**config.mk**
```make
export PLATFORM = sky130hd
export DESIGN_NAME = ex_wb_pipe
export DESIGN_NICKNAME = d
export VERILOG_FILES = /design/src/rtl/core_pkg.sv /design/src/rtl/hazard_fwd_unit.sv /design/src/rtl/ex_wb_pipe.sv
export SDC_FILE = /design/constraint.sdc
export NUM_CORES = 1
export LEC_CHECK = 0
export CAP_MARGIN = 15
export CORE_ASPECT_RATIO = 0.7
export CORE_MARGIN = 5
export CORE_UTILIZATION = 40
export CTS_CLUSTER_SIZE = 16
export DETAILED_ROUTE_END_ITERATION = 10
export GPL_ROUTABILITY_DRIVEN = 0
export MAX_ROUTING_LAYER = met4
export PLACE_DENSITY = 0.8
export SETUP_SLACK_MARGIN = 0.05
export SKIP_CTS_REPAIR_TIMING = 1
export SLEW_MARGIN = 25
export SYNTH_ARGS = -nofsm -noshare
export SYNTH_HDL_FRONTEND = slang
export SYNTH_SLANG_ARGS = --single-unit
export TNS_END_PERCENT = 50
```
**constraint.sdc**
```tcl
create_clock -name clk -period 2.22 [get_ports clk]
set_clock_uncertainty 0.15 [all_clocks]
set_input_delay 0.333 -clock clk [delete_from_list [all_inputs] [get_ports clk]]
set_output_delay 0.333 -clock clk [all_outputs]
set_load 0.05 [all_outputs]
```
**src/rtl/core_pkg.sv**
```systemverilog
// core_pkg: types and encodings shared by the three-stage RV32I core.
//   - wb_sel encodings for the writeback result mux
//   - forwarding select encodings driven back into EX
//   - base opcode localparams
//   - ctrl_t: the six per-instruction control bits carried EX -> WB
//   - pipe_state_e: the EX/WB register's stall state
//   - field helpers for pulling register indices out of an instruction
package core_pkg;

  typedef enum logic [1:0] {
    WB_PC4 = 2'b00,
    WB_ALU = 2'b01,
    WB_MEM = 2'b10,
    WB_CSR = 2'b11
  } wb_sel_e;

  localparam logic [1:0] FWD_RF   = 2'b00;
  localparam logic [1:0] FWD_WB   = 2'b01;
  localparam logic [1:0] FWD_HELD = 2'b10;

  localparam logic [6:0] OP_LUI    = 7'b0110111;
  localparam logic [6:0] OP_AUIPC  = 7'b0010111;
  localparam logic [6:0] OP_JAL    = 7'b1101111;
  localparam logic [6:0] OP_JALR   = 7'b1100111;
  localparam logic [6:0] OP_BRANCH = 7'b1100011;
  localparam logic [6:0] OP_LOAD   = 7'b0000011;
  localparam logic [6:0] OP_STORE  = 7'b0100011;
  localparam logic [6:0] OP_IMM    = 7'b0010011;
  localparam logic [6:0] OP_REG    = 7'b0110011;
  localparam logic [6:0] OP_FENCE  = 7'b0001111;
  localparam logic [6:0] OP_SYSTEM = 7'b1110011;

  typedef struct packed {
    logic reg_wr;
    logic mem_wr;
    logic mem_read;
    logic csr_reg_wr;
    logic csr_reg_r;
    logic is_mret;
  } ctrl_t;

  typedef enum logic {
    ST_RUN   = 1'b0,
    ST_STALL = 1'b1
  } pipe_state_e;

  function automatic logic [4:0] rd_of(input logic [31:0] instr);
    return instr[11:7];
  endfunction

  function automatic logic [4:0] rs1_of(input logic [31:0] instr);
    return instr[19:15];
  endfunction

  function automatic logic [4:0] rs2_of(input logic [31:0] instr);
    return instr[24:20];
  endfunction

  // Results that only exist once WB has run (memory data, CSR read data)
  // cannot be forwarded into the instruction right behind them.
  function automatic logic is_late_sel(input logic [1:0] sel);
    return (sel == WB_MEM) || (sel == WB_CSR);
  endfunction

endpackage

```
**src/rtl/hazard_fwd_unit.sv**
```systemverilog
// hazard_fwd_unit: combinational load-use / CSR-read-use hazard detection
// and operand forwarding selects for the EX stage.
// Ports:
//   run          in   pipeline register is in RUN (not already stalling)
//   flush        in   branch or trap redirect this cycle
//   wb_valid     in   WB holds a real instruction
//   wb_reg_wr    in   WB instruction writes a register
//   wb_sel       in   WB result source
//   wb_rd        in   WB destination register
//   held_rd      in   destination of the previous WB instruction (0 = none)
//   rs1, rs2     in   EX source registers
//   rs1_used     in   EX instruction reads rs1
//   rs2_used     in   EX instruction reads rs2
//   stall        out  hold PC and IF/EX this cycle
//   fwd_a, fwd_b out  operand select (FWD_RF / FWD_WB / FWD_HELD)
module hazard_fwd_unit
  import core_pkg::*;
(
  input  logic       run,
  input  logic       flush,
  input  logic       wb_valid,
  input  logic       wb_reg_wr,
  input  logic [1:0] wb_sel,
  input  logic [4:0] wb_rd,
  input  logic [4:0] held_rd,
  input  logic [4:0] rs1,
  input  logic [4:0] rs2,
  input  logic       rs1_used,
  input  logic       rs2_used,
  output logic       stall,
  output logic [1:0] fwd_a,
  output logic [1:0] fwd_b
);

  logic            wb_writes;
  logic            wb_late;
  logic            hazard;
  logic [1:0][4:0] rs_idx;
  logic [1:0]      rs_used;
  logic [1:0]      use_hit;
  logic [1:0][1:0] fwd_sel;

  // wb_rd != 0 also keeps x0 sources on the register file.
  assign wb_writes = wb_valid & wb_reg_wr & (wb_rd != 5'd0);
  assign wb_late   = is_late_sel(wb_sel);

  assign rs_idx  = {rs2, rs1};
  assign rs_used = {rs2_used, rs1_used};

  for (genvar gi = 0; gi < 2; gi++) begin : g_operand
    // A hazard only matters for operands the instruction actually reads.
    assign use_hit[gi] = rs_used[gi] & (rs_idx[gi] == wb_rd);

    // WB result wins over the held one: it is the younger write.
    assign fwd_sel[gi] =
        (wb_writes && !wb_late && rs_idx[gi] == wb_rd)  ? FWD_WB   :
        (held_rd != 5'd0 && rs_idx[gi] == held_rd)      ? FWD_HELD :
                                                          FWD_RF;
  end

  // Gating on run bounds every stall to a single cycle: after the bubble the
  // producer has moved to the held slot and is reachable through FWD_HELD.
  assign hazard = run & wb_writes & wb_late & (|use_hit);
  assign stall  = hazard & ~flush;

  assign fwd_a = fwd_sel[0];
  assign fwd_b = fwd_sel[1];

endmodule

```
**src/rtl/ex_wb_pipe.sv**
```systemverilog
// ex_wb_pipe: EX -> WB/MEM pipeline register of the three-stage RV32I core.
// Captures EX results and controls, turns them into bubbles on a redirect or
// a load/CSR-use stall, keeps the previous WB result for forwarding, and
// drives operand forwarding selects back into EX.
// Ports:
//   clk, rst              clock; synchronous active-low reset
//   ex_*                  EX-stage instruction fields and controls
//   interrupt_in          raw interrupt lines, registered every cycle
//   br_taken, epc_taken   branch/jump redirect (EX), trap/mret redirect (WB)
//   wb_wdata              current WB result, fed back for forwarding
//   wb_*                  registered EX fields; controls zeroed on bubbles
//   wb_valid              WB holds a real instruction
//   stall                 combinational; hold PC and IF/EX this cycle
//   fwd_a, fwd_b          operand selects: 00 regfile, 01 wb_wdata, 10 held
//   fwd_held_data         result of the previous WB instruction
module ex_wb_pipe
  import core_pkg::*;
#(
  parameter int XLEN    = 32,
  parameter int NUM_IRQ = 4
) (
  input  logic               clk,
  input  logic               rst,
  input  logic [XLEN-1:0]    ex_pc,
  input  logic [31:0]        ex_instruction,
  input  logic [XLEN-1:0]    ex_alu_o,
  input  logic [XLEN-1:0]    ex_data_to_mem,
  input  logic [XLEN-1:0]    ex_rdata1,
  input  logic [1:0]         ex_wb_sel,
  input  logic               ex_reg_wr,
  input  logic               ex_mem_wr,
  input  logic               ex_mem_read,
  input  logic               ex_csr_reg_wr,
  input  logic               ex_csr_reg_r,
  input  logic               ex_is_mret,
  input  logic               ex_rs1_used,
  input  logic               ex_rs2_used,
  input  logic [NUM_IRQ-1:0] interrupt_in,
  input  logic               br_taken,
  input  logic               epc_taken,
  input  logic [XLEN-1:0]    wb_wdata,
  output logic [XLEN-1:0]    wb_pc,
  output logic [31:0]        wb_instruction,
  output logic [XLEN-1:0]    wb_alu_o,
  output logic [XLEN-1:0]    wb_data_to_mem,
  output logic [XLEN-1:0]    wb_rdata1,
  output logic [1:0]         wb_wb_sel,
  output logic               wb_reg_wr,
  output logic               wb_mem_wr,
  output logic               wb_mem_read,
  output logic               wb_csr_reg_wr,
  output logic               wb_csr_reg_r,
  output logic               wb_is_mret,
  output logic [NUM_IRQ-1:0] wb_interrupt,
  output logic               wb_valid,
  output logic               stall,
  output logic [1:0]         fwd_a,
  output logic [1:0]         fwd_b,
  output logic [XLEN-1:0]    fwd_held_data
);

  pipe_state_e         state_reg;
  ctrl_t               ctrl_reg;
  ctrl_t               ex_ctrl;
  logic [XLEN-1:0]     pc_reg;
  logic [31:0]         instr_reg;
  logic [XLEN-1:0]     alu_reg;
  logic [XLEN-1:0]     store_data_reg;
  logic [XLEN-1:0]     rdata1_reg;
  logic [1:0]          wb_sel_reg;
  logic [NUM_IRQ-1:0]  irq_reg;
  logic                valid_reg;
  logic [XLEN-1:0]     held_data_reg;
  logic [4:0]          held_rd_reg;
  logic                flush;
  logic [4:0]          wb_rd;

  assign flush = br_taken | epc_taken;
  assign wb_rd = rd_of(instr_reg);

  assign ex_ctrl = '{
    reg_wr:     ex_reg_wr,
    mem_wr:     ex_mem_wr,
    mem_read:   ex_mem_read,
    csr_reg_wr: ex_csr_reg_wr,
    csr_reg_r:  ex_csr_reg_r,
    is_mret:    ex_is_mret
  };

  hazard_fwd_unit u_hazard_fwd (
    .run      (state_reg == ST_RUN),
    .flush    (flush),
    .wb_valid (valid_reg),
    .wb_reg_wr(ctrl_reg.reg_wr),
    .wb_sel   (wb_sel_reg),
    .wb_rd    (wb_rd),
    .held_rd  (held_rd_reg),
    .rs1      (rs1_of(ex_instruction)),
    .rs2      (rs2_of(ex_instruction)),
    .rs1_used (ex_rs1_used),
    .rs2_used (ex_rs2_used),
    .stall    (stall),
    .fwd_a    (fwd_a),
    .fwd_b    (fwd_b)
  );

  always_ff @(posedge clk) begin
    if (!rst) begin
      state_reg      <= ST_RUN;
      ctrl_reg       <= '0;
      pc_reg         <= '0;
      instr_reg      <= '0;
      alu_reg        <= '0;
      store_data_reg <= '0;
      rdata1_reg     <= '0;
      wb_sel_reg     <= '0;
      irq_reg        <= '0;
      valid_reg      <= 1'b0;
      held_data_reg  <= '0;
      held_rd_reg    <= '0;
    end else begin
      // Interrupt lines are sampled every cycle; bubbles do not mask them.
      irq_reg <= interrupt_in;

      // The instruction leaving WB becomes the held forwarding source.
      if (valid_reg && ctrl_reg.reg_wr) begin
        held_data_reg <= wb_wdata;
        held_rd_reg   <= wb_rd;
      end else begin
        held_rd_reg <= '0;
      end

      if (flush) begin
        // Data fields are don't-care once invalid, so they load normally.
        pc_reg         <= ex_pc;
        instr_reg      <= ex_instruction;
        alu_reg        <= ex_alu_o;
        store_data_reg <= ex_data_to_mem;
        rdata1_reg     <= ex_rdata1;
        wb_sel_reg     <= ex_wb_sel;
        ctrl_reg       <= '0;
        valid_reg      <= 1'b0;
        state_reg      <= ST_RUN;
      end else if (stall) begin
        // Bubble: data fields keep their old value, controls go quiet.
        ctrl_reg  <= '0;
        valid_reg <= 1'b0;
        state_reg <= ST_STALL;
      end else begin
        pc_reg         <= ex_pc;
        instr_reg      <= ex_instruction;
        alu_reg        <= ex_alu_o;
        store_data_reg <= ex_data_to_mem;
        rdata1_reg     <= ex_rdata1;
        wb_sel_reg     <= ex_wb_sel;
        ctrl_reg       <= ex_ctrl;
        valid_reg      <= 1'b1;
        state_reg      <= ST_RUN;
      end
    end
  end

  assign wb_pc          = pc_reg;
  assign wb_instruction = instr_reg;
  assign wb_alu_o       = alu_reg;
  assign wb_data_to_mem = store_data_reg;
  assign wb_rdata1      = rdata1_reg;
  assign wb_wb_sel      = wb_sel_reg;
  assign wb_reg_wr      = ctrl_reg.reg_wr;
  assign wb_mem_wr      = ctrl_reg.mem_wr;
  assign wb_mem_read    = ctrl_reg.mem_read;
  assign wb_csr_reg_wr  = ctrl_reg.csr_reg_wr;
  assign wb_csr_reg_r   = ctrl_reg.csr_reg_r;
  assign wb_is_mret     = ctrl_reg.is_mret;
  assign wb_interrupt   = irq_reg;
  assign wb_valid       = valid_reg;
  assign fwd_held_data  = held_data_reg;

endmodule

```
==> results.md <==
* Least-Margin Pin Slew at 0.582 ns
* Via density per instance at 4.74
* Max-cap violations at 0
* Total GRT Usage at 21.7%
* Crit path arrival time at 2.15 ns
* Hold Path Sink: fwd_held_data[26]
* Synth Net Count at 1129
* WL per Instance at 17.5 um
* CTS tree: done
* Vias in the first global route at 7557
* Final Hold Viols at 0
* Failing checks: negative setup slack
* Yosys warns at 0
* Leak at 6.91 nW
* Hold path startpoint: rst
* P per Cell Area at 649 nW/um2
* Hold path depth at 2
* Tmin final at 2.64 ns
* DRC Markers at 0
* Gr ovfl total at 0
* CP Max Fanout at 3
* Clk slew on worst S/H paths at 0.06 ns
* Critical path data required time at 1.74 ns
* Avg Cell Area, Syn at 9.08 um2
* PortBufs at 419
* DIE WIDTH at 183 um
* Setup crit end kind: output port
* Latest clock arrival within the worst-skew pair at 0.49 ns
* Total wire length at 28700 um
* Crit path largest cell delay at 0.58 ns
* Critical path type: register to output port
* Tcrit/Tclk final at 119%
* Max clock buf depth at 3
* # H-tree levels at 1
* Syn Std Cell Area at 8350 um2
* Synthesis-stage register bit count at 211
* Hpwl dp at 20700 um
* Layout cell share with drive strength beyond 1 at 8.74%
* CP Launch Type: register
* RR Startpoint: wb_instruction[11]
* Root Buffer Master: clkbuf_16
* DIE AREA at 23900 um2
* Die Span Y at 131 um
* Critical path buffer and inverter count at 1
* Setup TNS at -3.68 ns
* Diodes inserted at 0
* CORE AREA at 20600 um2
* Worst-path cell with the longest stage delay: or4_1
* # clock sinks at 211
* Fin area at 14400 um2
* Vias at 7768
* # IOs at 420
* R2r endpoint: wb_pc[24]
* Worst hold path type: primary input to register
* Final setup fails at 67
* Final nets at 1559
* RSZ-0062 raised after global routing: yes
* Clock buffer count from CTS at 22
* Max-slew violations at 0
* Worst slew margin at 61.2%
* Status: finished, violations left
* Fin worst setup slack at -0.417 ns
* VDD IR max at 604 uV
* Initial antenna violation count at 0
* First DRT Iteration DRCs at 271
* Largest net degree at the start of global routing at 83
* Seq/Total Area, Yosys at 50.6%
* CP cell instances: or4_1, nor2_1, or4_1, nor4_4, buf_6
* Rows at 44
* Fin cells at 1638
* Placed cells at 1585
* Crit path top cell by count: or4_1
* First-pass GRT wire length at 40500 um
* Post-Syn Instances at 919
* Delay-heaviest family, CP: simple AND/OR/NAND/NOR gates
* Fmax at 379 MHz
* Detail Route Antenna Nets at 0
* Drt first pass iters at 4
* Area after DPL at 13100 um2
* Number of distinct library cells after synthesis at 21
* R2R Setup Slk at -0.10 ns
* Reg2Reg Depth at 9
* Starting Density at 40.4%
* Syn-to-layout area delta at 72.9%
## placed cells by master (no fill, tap or decap), types with 5 or more instances in the layout
cell type and count:
clkbuf_16 30, clkbuf_8 8, and2_1 6, xor2_1 20
buf_8 6, buf_4 28, a21boi_0 32, mux2i_1 158
dfxtp_1 202, dfxtp_2 6, and3_1 5, dlymetal6s2s_1 114
buf_12 18, nor2_1 5, nand2_1 390, clkdlybuf4s50_1 296
## layout make-up
cell class | instances | area, um2
sequential | 211 | 4240
tap | 276 | 345
timing repair buffer | 473 | 5290
clock inverter | 2 | 10.0
clock buffer | 35 | 701
fill | 1534 | 6220
multi-input combinational | 641 | 3840
## layer usage
metal  global-route usage, %  wire length (um)  vias to the layer above
met5                       -                 0                        -
met4                    6.62               945                        0
met3                    6.20              2140                       60
met2                    37.1             14200                      276
met1                    25.1             11500                     3607
li1                        -                 -                     3825
## report_power, final
part	leakage, nW	internal [W]	switching, W	total [W]
clock network	0.353	0.00215	0.00147	0.00361
logic	4.80	0.000736	0.000973	0.00171
registers	1.75	0.00396	0.0000918	0.00405
## logic make-up (layout without fill, tap and decap cells)
logic type	Yosys count	in the layout	synth area share [%]
simple gates	425	425	20.1
buf+inv	67	510	4.74
compound gates	35	35	3.16
mux	161	161	19.3
xor+xnor	20	20	2.10
flops	211	211	50.6
## through the flow
step | hold slack [ns] | worst slack (ns) | util (%) | total power, W
6_report | 0.144 | -0.417 | 69.9 | 0.00937
5_1_grt | 0.168 | -0.495 | 69.9 | 0.00972
4_1_cts | 0.163 | -0.526 | 66.8 | 0.00945
3_5_place_dp | 0.301 | -0.415 | 63.4 | 0.00584
3_3_place_gp | 0.293 | -0.356 | 63.4 | 0.00581
2_1_floorplan | 0.307 | -0.161 | - | 0.00501
## cells in the mapped netlist, drive strengths merged
library cell	count	share of area, %
nor4	2	0.15
clkbuf	48	2.2
nor2	5	0.22
nor3b	6	0.54
nand2	390	18
and3	5	0.37
o21ai	1	0.10
o21a	1	0.090
dfxtp	211	51
nand3b	1	0.090
buf	19	2.6
or4	4	0.36
nand3	2	0.12
a211oi	1	0.090
and2	6	0.45
nor3	4	0.24
a21boi	32	2.9
xor2	20	2.1
mux2i	161	19
## worst max-delay path by stage
stage,start,depth (start not counted),endpoint,slack [ns]
floorplan,wb_instruction[8],4,fwd_a[1],-0.16
global route,held_rd_reg[2],5,fwd_b[1],-0.50
detailed placement,ex_instruction[21],8,wb_rdata1[17],-0.42
finish,held_rd_reg[2],5,fwd_a[1],-0.42
global placement,ex_instruction[21],8,wb_instruction[10],-0.36
CTS,wb_instruction[8],6,stall,-0.53
Power figures use the tool's default switching activity.
